--- src/rtl/fpu_ss_commit_buffer.sv ---
// fpu_ss_commit_buffer
// Holds issued FPU instructions in program order until the core commits or
// kills them. Committed heads are presented downstream; killed heads are
// dropped without ever raising out_valid_o.

module fpu_ss_commit_buffer #(
  parameter int DEPTH    = 4,
  parameter int ID_WIDTH = 4
) (
  input  logic                       clk_i,
  input  logic                       rst_ni,
  input  logic                       in_valid_i,
  output logic                       in_ready_o,
  input  logic [95:0]                in_rs_i,
  input  logic [31:0]                in_instr_i,
  input  logic [ID_WIDTH-1:0]        in_id_i,
  input  logic [1:0]                 in_mode_i,
  input  logic                       commit_valid_i,
  input  logic [ID_WIDTH-1:0]        commit_id_i,
  input  logic                       commit_kill_i,
  output logic                       out_valid_o,
  input  logic                       out_ready_i,
  output logic [95:0]                out_rs_o,
  output logic [31:0]                out_instr_o,
  output logic [ID_WIDTH-1:0]        out_id_o,
  output logic [1:0]                 out_mode_o,
  output logic [$clog2(DEPTH):0]     count_o
);

  localparam int AW  = $clog2(DEPTH);
  localparam int NID = 1 << ID_WIDTH;
  localparam logic [AW:0] PTR_ONE = 1;

  // Pointers carry an extra wrap bit so full and empty can be told apart.
  logic [AW:0]         r_wrPtr;
  logic [AW:0]         r_rdPtr;

  logic [95:0]         r_rs    [DEPTH];
  logic [31:0]         r_instr [DEPTH];
  logic [ID_WIDTH-1:0] r_id    [DEPTH];
  logic [1:0]          r_mode  [DEPTH];

  // One commit and one kill flag per possible id, independent of slot.
  logic [NID-1:0]      r_committed;
  logic [NID-1:0]      r_killed;

  logic [AW-1:0]       w_wrIdx;
  logic [AW-1:0]       w_rdIdx;
  logic                w_full;
  logic                w_empty;
  logic                w_push;
  logic                w_pop;
  logic                w_drop;
  logic                w_deq;
  logic [ID_WIDTH-1:0] w_headId;
  logic                w_headCommitted;
  logic                w_headKilled;

  assign w_wrIdx = r_wrPtr[AW-1:0];
  assign w_rdIdx = r_rdPtr[AW-1:0];
  assign w_full  = (w_wrIdx == w_rdIdx) && (r_wrPtr[AW] != r_rdPtr[AW]);
  assign w_empty = (r_wrPtr == r_rdPtr);

  assign w_headId        = r_id[w_rdIdx];
  assign w_headCommitted = !w_empty && r_committed[w_headId];
  assign w_headKilled    = !w_empty && r_killed[w_headId];

  // Kill outranks commit; a killed head is dropped without waiting for out_ready_i.
  assign out_valid_o = w_headCommitted && !w_headKilled;
  assign w_pop       = out_valid_o && out_ready_i;
  assign w_drop      = w_headKilled;
  assign w_deq       = w_pop || w_drop;

  // in_ready_o depends on registered pointers only, so a pop while full frees
  // the slot for the following cycle rather than the current one.
  assign in_ready_o = !w_full;
  assign w_push     = in_valid_i && !w_full;

  assign out_rs_o    = r_rs[w_rdIdx];
  assign out_instr_o = r_instr[w_rdIdx];
  assign out_id_o    = w_headId;
  assign out_mode_o  = r_mode[w_rdIdx];

  assign count_o = r_wrPtr - r_rdPtr;

  // Payload storage: written on push, contents meaningless until pushed.
  always_ff @(posedge clk_i) begin
    if (w_push) begin
      r_rs[w_wrIdx]    <= in_rs_i;
      r_instr[w_wrIdx] <= in_instr_i;
      r_id[w_wrIdx]    <= in_id_i;
      r_mode[w_wrIdx]  <= in_mode_i;
    end
  end

  // Advance write pointer on push and read pointer on pop or drop.
  always_ff @(posedge clk_i or negedge rst_ni) begin
    if (!rst_ni) begin
      r_wrPtr <= '0;
      r_rdPtr <= '0;
    end else begin
      if (w_push) r_wrPtr <= r_wrPtr + PTR_ONE;
      if (w_deq)  r_rdPtr <= r_rdPtr + PTR_ONE;
    end
  end

  // Clear the head's flags when it leaves; a same-cycle set for that id comes
  // later in the block so it wins, as it belongs to a new instance of the id.
  always_ff @(posedge clk_i or negedge rst_ni) begin
    if (!rst_ni) begin
      r_committed <= '0;
      r_killed    <= '0;
    end else begin
      if (w_deq) begin
        r_committed[w_headId] <= 1'b0;
        r_killed[w_headId]    <= 1'b0;
      end
      if (commit_valid_i) begin
        if (commit_kill_i) r_killed[commit_id_i]    <= 1'b1;
        else               r_committed[commit_id_i] <= 1'b1;
      end
    end
  end

endmodule

--- config.mk ---
export PLATFORM = sky130hd
export DESIGN_NAME = fpu_ss_commit_buffer
export DESIGN_NICKNAME = d
export VERILOG_FILES = /design/src/rtl/fpu_ss_commit_buffer.sv
export SDC_FILE = /design/constraint.sdc
export NUM_CORES = 1
export LEC_CHECK = 0
export ABC_AREA = 1
export BUFFER_PORTS_ARGS = -buffer_cell sky130_fd_sc_hd__buf_2
export CORE_MARGIN = 2
export CORE_UTILIZATION = 50
export DETAILED_ROUTE_END_ITERATION = 16
export PLACE_DENSITY = 0.7
export SYNTH_ARGS = -nofsm -noshare
export SYNTH_HDL_FRONTEND = slang
export SYNTH_SLANG_ARGS = --single-unit
export TNS_END_PERCENT = 20
--- constraint.sdc ---
create_clock -name clk_i -period 9.1 [get_ports clk_i]
set_clock_uncertainty 0.05 [all_clocks]
set_input_delay 0 -clock clk_i [delete_from_list [all_inputs] [get_ports clk_i]]
set_output_delay 0 -clock clk_i [all_outputs]
set_load 0.02 [all_outputs]
# --- Yosys cells after proc, flatten, opt, wreduce, memory -nomap -nowiden ---
# Memories as Yosys holds them, arrays and structs flattened.
# Cells that the tools add are included.
word_totals:
  wordCells: 51
  romBits: 0
  reg_bits: 38
  in_bits: 144
  ramBits: 536
  latchBits: 0
  mem_count: 4
  output_inout_bits: 139
op_classes:
  div: 0
  n_reduce_logical: 12
  n_bitwise: 5
  add_sub_neg: 3
  eq_ne: 3
  order_cmp: 4
  multipliers: 0
  muxes: 16
  n_shift: 0
mem_list:
  columns: ["name", "words", "width", "rd", "rd_clocked_by_memory_dff", "write_ports", "line_no", "text"]
  rows:
  - ["r_rs", 4, 96, 1, 0, 1, "38", "logic [95:0] r_rs [DEPTH];"]
  - ["r_instr", 4, 32, 1, 0, 1, "39", "logic [31:0] r_instr [DEPTH];"]
  - ["r_id", 4, 4, 1, 0, 1, "40", "logic [ID_WIDTH-1:0] r_id [DEPTH];"]
  - ["r_mode", 4, 2, 1, 0, 1, "41", "logic [1:0] r_mode [DEPTH];"]
ops:
  columns: ["cell", "count"]
  rows:
  - ["$mux 16", 6]
  - ["$and 16x16->16", 2]
  - ["$or 16x16->16", 2]
  - ["$not 16->16", 1]
  - ["$lt 4x5->1 const B", 2]
  - ["$bmux 1 s4", 2]
  - ["$demux 1 s4", 2]
  - ["$ge 4x1->1 const B", 2]
  - ["$logic_and 1x1->1", 8]
  - ["$add 3x1->3 const B", 2]
  - ["$mux 1", 6]
  - ["$eq 3x3->1", 1]
  - ["$logic_not 1->1", 3]
  - ["$sub 3x3->3", 1]
  - ["$eq 2x2->1", 1]
  - ["$logic_or 1x1->1", 1]
  - ["$ne 1x1->1", 1]

# --- Depth between registers and ports, before layout ---
# Gate-level depths: netlist of run 1.
# An unclocked memory read counts as a cell.
logic_depth:
  depth_word: 12
  ltp_mapped: 18
  depth_no_buf: 15

# --- Worst setup path after synthesis of run 1 ---
# Ideal clock, no wire load.
synth_path:
  path_kind: "reg-to-reg"
  startpoint: "register r_rdPtr[1]"
  endpoint: "memory r_id[3][0], enable pin"
  setup_ps: 632
  required_ps: 8418
  synth_period_minus_slack_ps: 8173
  stages_incl_launch_ff: 9
  path_slack_ps: 927
  n_path_buf: 3
  arrival_ps: 7490
  path_cell_list: "dfrtp_1 -> buf_4 -> inv_4 -> clkbuf_1 -> clkbuf_1 -> ha_1 -> nand3_1 -> nand2_1 -> nor2_1"
synth_via:
  elab_chain_cells: 6
synth_rtl:
  columns: ["element", "line_no", "text"]
  rows:
  - ["start: declaration", "36", "logic [AW:0] r_rdPtr;"]
  - ["start signal: assignment", "103", "if (w_deq) r_rdPtr <= r_rdPtr + PTR_ONE;"]
  - ["$eq 2x2->1", "61", "assign w_full = (w_wrIdx == w_rdIdx) && (r_wrPtr[AW] != r_rdPtr[AW]);"]
  - ["$logic_and 1x1->1", "61", null]
  - ["$logic_not 1->1", null, null]
  - ["via in_ready_o", "13", "output logic in_ready_o,"]
  - ["$logic_and 1x1->1", "77", "assign w_push = in_valid_i && !w_full;"]
  - ["$mux 1", "88", "if (w_push) begin"]
  - ["$mux 1 (implied by the code)", "91", "r_id[w_wrIdx] <= in_id_i;"]
  - ["end: declaration", "40", null]
# The timed path passes the listed nets, and every way through them passes these cells.

# --- Worst setup path in the final report of run 1 ---
layout_path:
  startpoint: "register r_rdPtr[0]"
  endpoint: "output port out_valid_o"
layout_via:
  elab_chain_cells: 6
  word_cells_on_any_way: 11
  cone_classes: "1 x eq/ne; 4 x mux; 5 x reduce/logical; 1 x memory"
layout_rtl:
  columns: ["element", "line_no", "text"]
  rows:
  - ["$mem_v2 4x4", null, null]
  - ["$bmux 1 s4", "66", "assign w_headKilled = !w_empty && r_killed[w_headId];"]
  - ["$mux 1 (implied by the code)", "66", null]
  - ["$logic_and 1x1->1", "66", null]
  - ["$logic_not 1->1", "69", "assign out_valid_o = w_headCommitted && !w_headKilled;"]
  - ["$logic_and 1x1->1 *", "69", null]
  - ["end: declaration", "21", "output logic out_valid_o,"]
# Every way passes the cells marked *; elsewhere a longest branch is shown, timed or not. The select of a mux whose other input is x is not followed.

==> impl_metrics.ini, run 1 <==
[routing]
drc = 0
drt_iter0_markers = 1387
ant_nets = 0
drt-wirelength-per-cell_um = 19.51
drt-total-wl_um = 53930
viasPerCell = 5.492
drt_first_pass_iters = 5
num_vias = 15180

[clock_network]
cts_tree = yes
clk_pin_slew_ps = 60
htreeDepth = 2
cts_resized = 0
cts_buffers = 57
cts.sinks = 574
cts_buffer_depth = 3
clock-root-buffer = clkbuf_16
clk_latency_ps = 590

[worst_setup_path]
start_kind = flip-flop
r2r_start = r_rdPtr[0]
reg2reg_depth = 14
cp-end-kind = output port
ff2ff_setup_slack_ps = 4770
timing.rr.end = r_rdPtr[1]
crit_fanout = 112
cp.arrival_ps = 4440
crit_type = reg2out
worst_ep_required_time_ps = 9050

[sta]
final-max-slew-violation-count = 0
rsz0062_at_grt = no
tightest_slew_ps = 1163
finalCritPeriodShare_pct = 49.34
hold_viol = 0
clock.fmax_ghz = 0.2227
layout_min_cycle_time_ps = 4490
setup_tns_ps = 0
max_slew_margin_pct = 22.44
setup-violations-final = 0

[power_and_ir_drop]
p_seq_share_pct = 37.0
irDropWorstVdd_uv = 247.4
leakagePower_uw = 0.01014
switchingPower_uw = 4154
clkPwrFrac_pct = 23.6
power.density_nw_per_um2 = 369.4
pwr-share-comb_pct = 39.4
switching_share_pct = 40.62
p_int_uw = 6072

[finish]
seq_area_um2 = 17050
final_cell_mix = edfxtp_1 (536), nor2_1 (324), buf_2 (282), o21ai_0 (262), dlygate4sd3_1 (147)
multi_input_area_um2 = 4721
final_common_cell = edfxtp_1
nFillCells = 3245
drive_gt1_share_pct = 18.91
finalNetCount = 2278
area_delta_synth_final_pct = 23.37
diodes = 0
stdcell_count = 2765

[outcome]
outcome = finished clean

[place]
portBuffers = 282
place_congestion = 0.8746
dp_cells = 2512
hpwl_um = 29740

[global_route]
overflow = 0
grt_max_degree = 113
antenna_found_initial = 0
track_usage_pct = 22.80
grt_pass1_vias = 15230
grt_pass1_wl_um = 83230

[flow_run]
maxCapViolations = 0

[logic_synthesis]
avgSynthCellArea_um2 = 13.00
syn_inst = 1726
synth_area_um2 = 22440
ys_ff_latch = 574
synth_nets = 1878
seq_area_frac_synth_pct = 75.96
synth.distinct_cells = 27
yosys_warnings = 0

[die]
start_util_pct = 50.75
placementRows = 77
die_w_um = 215.9
dieArea_um2 = 46590
io-pin-count = 283
core_um2 = 44220
die_y_um = 215.9

[hold_path]
hold_class = in2async
-- power groups by stage --
stage,combinational (µW),clock (µW),sequential (µW)
finish,4030,2410,3790
CTS,4040,2450,3780
global route,4390,2550,3830
floorplan,2800,0,3830
global placement,3910,0,3810
detailed placement,3980,0,3830
-- sequential cells by signal, summed over array words and instances (netlist names) --
register / count
r_instr: 128
r_id: 16
r_mode: 8
r_committed: 16
r_killed: 16
r_wrPtr: 3
r_rdPtr: 3
r_rs: 384
-- through the flow --
step	instance area [µm²]	total power [µW]	utilization [%]	hold slack, ps	setup WS (ps)
3_3_place_gp	24290	7722	54.92	146.0	4924
5_1_grt	27690	10770	62.61	74.11	4275
4_1_cts	27690	10270	62.61	21.91	4650
3_5_place_dp	24290	7808	54.92	138.3	4853
6_report	27690	10230	62.61	47.96	4610
2_1_floorplan	22440	6633	-	-345.6	927.2
-- cells in the mapped netlist --
cell type / number / area (µm²)
edfxtp_1: 536 / 16100
nor2_1: 328 / 1231
o21ai_0: 262 / 1311
o22ai_1: 130 / 813.3
nand2_1: 123 / 461.7
nand3_1: 103 / 515.5
clkbuf_1: 85 / 319.1
inv_1: 59 / 221.5
dfrtp_1: 38 / 950.9
ha_1: 7 / 87.58
o21ai_1: 7 / 35.03
buf_4: 6 / 45.04
buf_6: 6 / 67.56
xor2_1: 5 / 43.79
buf_2: 4 / 20.02
nand2_4: 4 / 45.04
a21oi_1: 3 / 15.01
inv_2: 3 / 11.26
nand3_4: 3 / 52.55
a21oi_2: 2 / 17.52
buf_1: 2 / 7.510
inv_4: 2 / 12.51
nand2_2: 2 / 12.51
nor2_2: 2 / 12.51
nor3_1: 2 / 10.01
and3_1: 1 / 6.260
fa_1: 1 / 20.02
-- how the worst max path moves through the flow --
stage          slack (ps)        from  cells past startpoint     endpoint
2_1_floorplan         930  r_rdPtr[1]                      8   r_id[3][0]
3_3_place_gp         4920  r_rdPtr[0]                     14   r_rdPtr[1]
3_5_place_dp         4850  r_rdPtr[0]                     14   r_rdPtr[1]
4_1_cts              4650  r_rdPtr[0]                     11  out_valid_o
5_1_grt              4270  r_rdPtr[0]                     11  out_valid_o
6_report             4610  r_rdPtr[0]                     11  out_valid_o
-- kinds of logic (layout without fill, tap and decap cells) --
| family | Yosys count | in the layout | synth area share (%) |
|---|---|---|---|
| simple gates | 568 | 568 | 10.46 |
| buf+inv | 167 | 614 | 3.139 |
| compound gates | 404 | 404 | 9.768 |
| flops | 574 | 574 | 75.96 |
| xor+xnor | 5 | 5 | 0.1951 |
| fa+ha+maj | 8 | 8 | 0.4795 |
-- repair_timing --
action,CTS,global route
setup buffers,0,0
hold buffers,147,0
hold endpoints to repair,608,0
-- cell type report --
type,count,share of cell area [%]
Timing Repair Buffer,444,10.82
Clock inverter,43,1.726
Sequential cell,574,61.60
Inverter,64,0.8948
Multi-Input combinational cell,985,17.05
Tap cell,592,2.675
Clock buffer,63,5.233
-- metal layers --
layer  track usage [%]  up-vias  routed length [µm]
met1             29.16     7491               22020
met2             38.56      528               26770
met3             5.088       92                3892
met4             7.862        0                1251
li1                  -     7073                   -
met5                 0        -                   0
-- critical path, stage by stage, from the launching register on --
cell	delay, ps
dfrtp_4	840
buf_4	930
nand2_1	220
nand3_4	210
nand2_4	200
o21ai_0	210
nand2_1	80
a21oi_1	160
nor2_2	70
nand2_4	360
and3_1	250
buf_2	170
Note: power is estimated with default switching activity, not from simulation.
==> run 2: changes to the inputs <==
Settings changed: PLACE_DENSITY 0.7 to 0.73.
Clock period 9.1 ns to 4.03 ns, I/O delays scaled along.
==> impl_metrics.ini, run 2 (same netlist as run 1, synthesis figures left out) <==
[power_and_ir_drop]
p_seq_share_pct = 36.6
switching_share_pct = 40.91
power.density_nw_per_um2 = 828.4
irDropWorstVdd_uv = 697.2
pwr-share-comb_pct = 40.9
leakagePower_uw = 0.01019
switchingPower_uw = 9438
p_int_uw = 13630
clkPwrFrac_pct = 22.6

[sta]
setup_tns_ps = 0
hold_viol = 0
final-max-slew-violation-count = 0
layout_min_cycle_time_ps = 3547
rsz0062_at_grt = no
finalCritPeriodShare_pct = 88.02
clock.fmax_ghz = 0.2819
setup-violations-final = 0
tightest_slew_ps = 1276
max_slew_margin_pct = 14.29

[worst_setup_path]
crit_type = reg2out
cp.arrival_ps = 3500
ff2ff_setup_slack_ps = 870
cp-end-kind = output port
start_kind = flip-flop
worst_ep_required_time_ps = 3980
crit_fanout = 107

[global_route]
overflow = 0
antenna_found_initial = 3
grt_pass1_wl_um = 85750
track_usage_pct = 23.52
grt_pass1_vias = 15810
grt_max_degree = 108

[finish]
multi_input_area_um2 = 4741
largest_reg_flops = 384
seq_area_um2 = 17050
top_register = r_rs
drive_gt1_share_pct = 18.82
area_delta_synth_final_pct = 24.10
final_cell_mix = edfxtp_1 (536), nor2_1 (324), buf_2 (282), o21ai_0 (262), dlygate4sd3_1 (149)
final_common_cell = edfxtp_1
top_regs = r_rs x384, r_instr x128
finalNetCount = 2291
nFillCells = 3232
utilization_pct = 62.98

[place]
place_congestion = 0.8651
portBuffers = 282
hpwl_um = 30430

[clock_network]
clk_pin_slew_ps = 70
clk_latency_ps = 610
htreeDepth = 2
clock-root-buffer = clkbuf_16
cts_tree = yes
cts.sinks = 574
cts_buffers = 56
cts_buffer_depth = 3

[routing]
drt_first_pass_iters = 5
drc = 0
drt-total-wl_um = 55300
drt_iter0_markers = 1538
viasPerCell = 5.561
drt-wirelength-per-cell_um = 19.90
ant_nets = 0
num_vias = 15450

[die]
start_util_pct = 50.75
die_w_um = 215.9
placementRows = 77
io-pin-count = 283
core_um2 = 44220
dieArea_um2 = 46590
die_y_um = 215.9

[flow_run]
maxCapViolations = 0

[outcome]
outcome = finished clean

[hold_path]
hold_class = in2async
run 2: path summary, 6_finish.rpt:
check	start	end	depth (start not counted)
max	r_rdPtr[0]	out_rs_o[23]	6
min	rst_ni	r_killed[11]	2
max reg2reg	r_rdPtr[0]	r_killed[10]	13
min reg2reg	r_wrPtr[2]	r_wrPtr[2]	1
max in group asynchronous	rst_ni	r_rdPtr[1]	2
min in group clk_i	out_ready_i	r_killed[8]	4
run 2: metal layers:
metal	GRT usage [%]	up-vias	part of all wire, %
met4	8.621	2	3.1
met5	0	-	0.020
met2	40.01	602	50
met3	6.159	130	7.7
li1	-	7102	-
met1	29.04	7613	39
run 2: area by class of cell:
cell class,count,area share [%]
antenna,2,0.01797
clock buffer,71,5.234
clock inverter,32,1.280
inverter,64,0.8896
multi-input combinational,985,17.02
sequential,574,61.24
tap,592,2.660
timing repair buffer,458,11.66
run 2: critical path: stages, from the launching register on:
cell	delay, ps
dfrtp_4	580
inv_6	130
buf_4	690
buf_6	680
o21ai_0	230
o22ai_1	240
buf_2	220
run 2: stage by stage:
stage	setup WS [ps]	area, µm²	instances	total power (µW)	hold WS (ps)
finish	482.8	27850	2778	23070	1.488
global route	276.1	27850	2777	24330	39.48
CTS	225.9	27840	2776	23120	11.53
detailed placement	869.1	24530	2524	17800	130.4
global placement	905.2	24530	2524	17590	142.7
floorplan	2.822	22500	1726	14830	-345.6
run 2: what timing repair did:
action | CTS | global route
setup endpoints to repair | 0 | 1
endpoints found under the hold margin | 625 | 0
hold buffers | 149 | 0
setup buffers | 0 | 0
gates resized for setup | 0 | 1
run 2: power by group through the flow:
stage	combinational, µW	sequential (µW)	clock (µW)
detailed placement	9270	8530	0
global placement	9110	8480	0
finish	9430	8430	5210
floorplan	6390	8440	0
global route	10300	8530	5510
CTS	9430	8420	5270
==> run 3: changes to the inputs <==
Settings changed: SETUP_SLACK_MARGIN set to 0.5.
==> impl_metrics.ini, run 3 (same netlist as run 1, synthesis figures left out) <==
[outcome]
outcome = finished clean

[place]
place_area_um2 = 24500
dp_slack_ps = 1027
place_congestion = 0.8530
portBuffers = 282
hpwl_um = 29070

[power_and_ir_drop]
power.density_nw_per_um2 = 818.0
irDropWorstVdd_uv = 692.3
switching_share_pct = 40.85
p_seq_share_pct = 37.2
clkPwrFrac_pct = 21.9
p_int_uw = 13420
switchingPower_uw = 9267
leakagePower_uw = 0.01012
pwr-share-comb_pct = 40.9

[worst_setup_path]
ff2ff_setup_slack_ps = 1030
cp.arrival_ps = 3220
cp-end-kind = output port
crit_type = reg2out
worst_ep_required_time_ps = 3980
start_kind = flip-flop
cp_slowest_stage_delay_ps = 760
crit_slowest_cell = dfrtp_4
path_cells = buf_4, buf_6, o21ai_0, o22ai_1, buf_2
crit_fanout = 104
cp_top_family = buffers and inverters
crit_buf_inv = 3

[routing]
drt_iter0_markers = 1462
drc = 0
drt-wirelength-per-cell_um = 19.15
ant_nets = 0
viasPerCell = 5.478
drt_first_pass_iters = 5
num_vias = 15180
drt-total-wl_um = 53070

[finish]
final_common_cell = edfxtp_1
largest_reg_flops = 384
top_regs = r_rs x384, r_instr x128
top_register = r_rs
drive_gt1_share_pct = 18.80
multi_input_area_um2 = 4762
final_area_um2 = 27730
utilization_pct = 62.71
nFillCells = 3224
area_delta_synth_final_pct = 23.56
seq_area_um2 = 17050
final_cell_mix = edfxtp_1 (536), nor2_1 (324), buf_2 (282), o21ai_0 (262), dlygate4sd3_1 (148)
finalNetCount = 2284

[hold_path]
hold_class = in2async

[die]
die_w_um = 215.9
start_util_pct = 50.75
io-pin-count = 283
dieArea_um2 = 46590
placementRows = 77
die_y_um = 215.9
core_um2 = 44220

[sta]
clock.fmax_ghz = 0.3059
tightest_slew_ps = 1030
setup-violations-final = 0
max_slew_margin_pct = 31.31
final-max-slew-violation-count = 0
setup_ws_ps = 761.2
rsz0062_at_grt = no
finalCritPeriodShare_pct = 81.11
layout_min_cycle_time_ps = 3269
hold_viol = 0
setup_tns_ps = 0

[clock_network]
cts_tree = yes
htreeDepth = 2
cts_setup_buffers = 0
clock-root-buffer = clkbuf_16
clk_latency_ps = 590
cts_buffer_depth = 3
cts_buffers = 55
clk_pin_slew_ps = 60
cts.sinks = 574

[flow_run]
maxCapViolations = 0

[global_route]
grt_pass1_wl_um = 81930
overflow = 0
track_usage_pct = 22.48
grt_pass1_vias = 15150
antenna_found_initial = 4
grt_max_degree = 105
==> run 3: cell count changes in the layout (fill, tap and decap cells not counted), sizes merged <==
cell / delta
clkbuf: -7
buf: -5
clkinv: +4
clkinvlp: +3
bufinv: -2
diode: +2
dlygate4sd3: -1
inv: -1
==> run 3: layout make-up <==
class | count | area share, %
timing repair buffer | 452 | 11.45
sequential | 574 | 61.50
multi-input combinational | 985 | 17.17
clock buffer | 64 | 5.085
tap | 592 | 2.671
antenna | 4 | 0.03610
clock inverter | 36 | 1.173
inverter | 64 | 0.9115
==> run 3: worst paths after layout <==
check                                    end        start  cells after the start
worst max-delay path            out_rs_o[21]   r_rdPtr[0]                      5
worst min-delay path              r_rdPtr[0]       rst_ni                      2
worst max register to register   r_killed[8]   r_rdPtr[0]                     14
worst min register to register    r_wrPtr[2]   r_wrPtr[2]                      1
max in group asynchronous         r_rdPtr[1]       rst_ni                      2
min in group clk_i                r_rdPtr[2]  out_ready_i                      4
==> run 3: metrics by stage <==
stage                     cells  hold slack, ps  power [µW]
after floorplan            1726          -345.6       14870
after global placement     2519           123.2       17510
after detailed placement   2519           122.0       17700
after CTS                  2767           6.679       22790
after global routing       2770           58.55       23970
final                      2771           22.25       22680
==> run 3: layer usage <==
metal	share of wire, %	wire, µm	vias to the layer above	track usage (%)
met4	2.6	1384	2	7.172
met5	0.024	13	-	0
met2	49	26200	564	37.91
li1	-	-	7097	-
met3	8.0	4245	104	5.976
met1	40	21220	7412	28.44
==> run 3: timing repair <==
| action | in CTS | in global routing |
|---|---|---|
| hold buffers | 148 | 0 |
| resized for setup | 0 | 1 |
| endpoints found under the hold margin | 625 | 0 |
| endpoints found under the setup margin | 0 | 52 |
==> run 3: power groups by stage <==
stage / logic, µW / registers, µW / clock network (µW)
final: 9290 / 8430 / 4960
after global routing: 10100 / 8530 / 5290
after CTS: 9320 / 8420 / 5050
after detailed placement: 9170 / 8530 / 0
after global placement: 9020 / 8490 / 0
after floorplan: 6430 / 8440 / 0
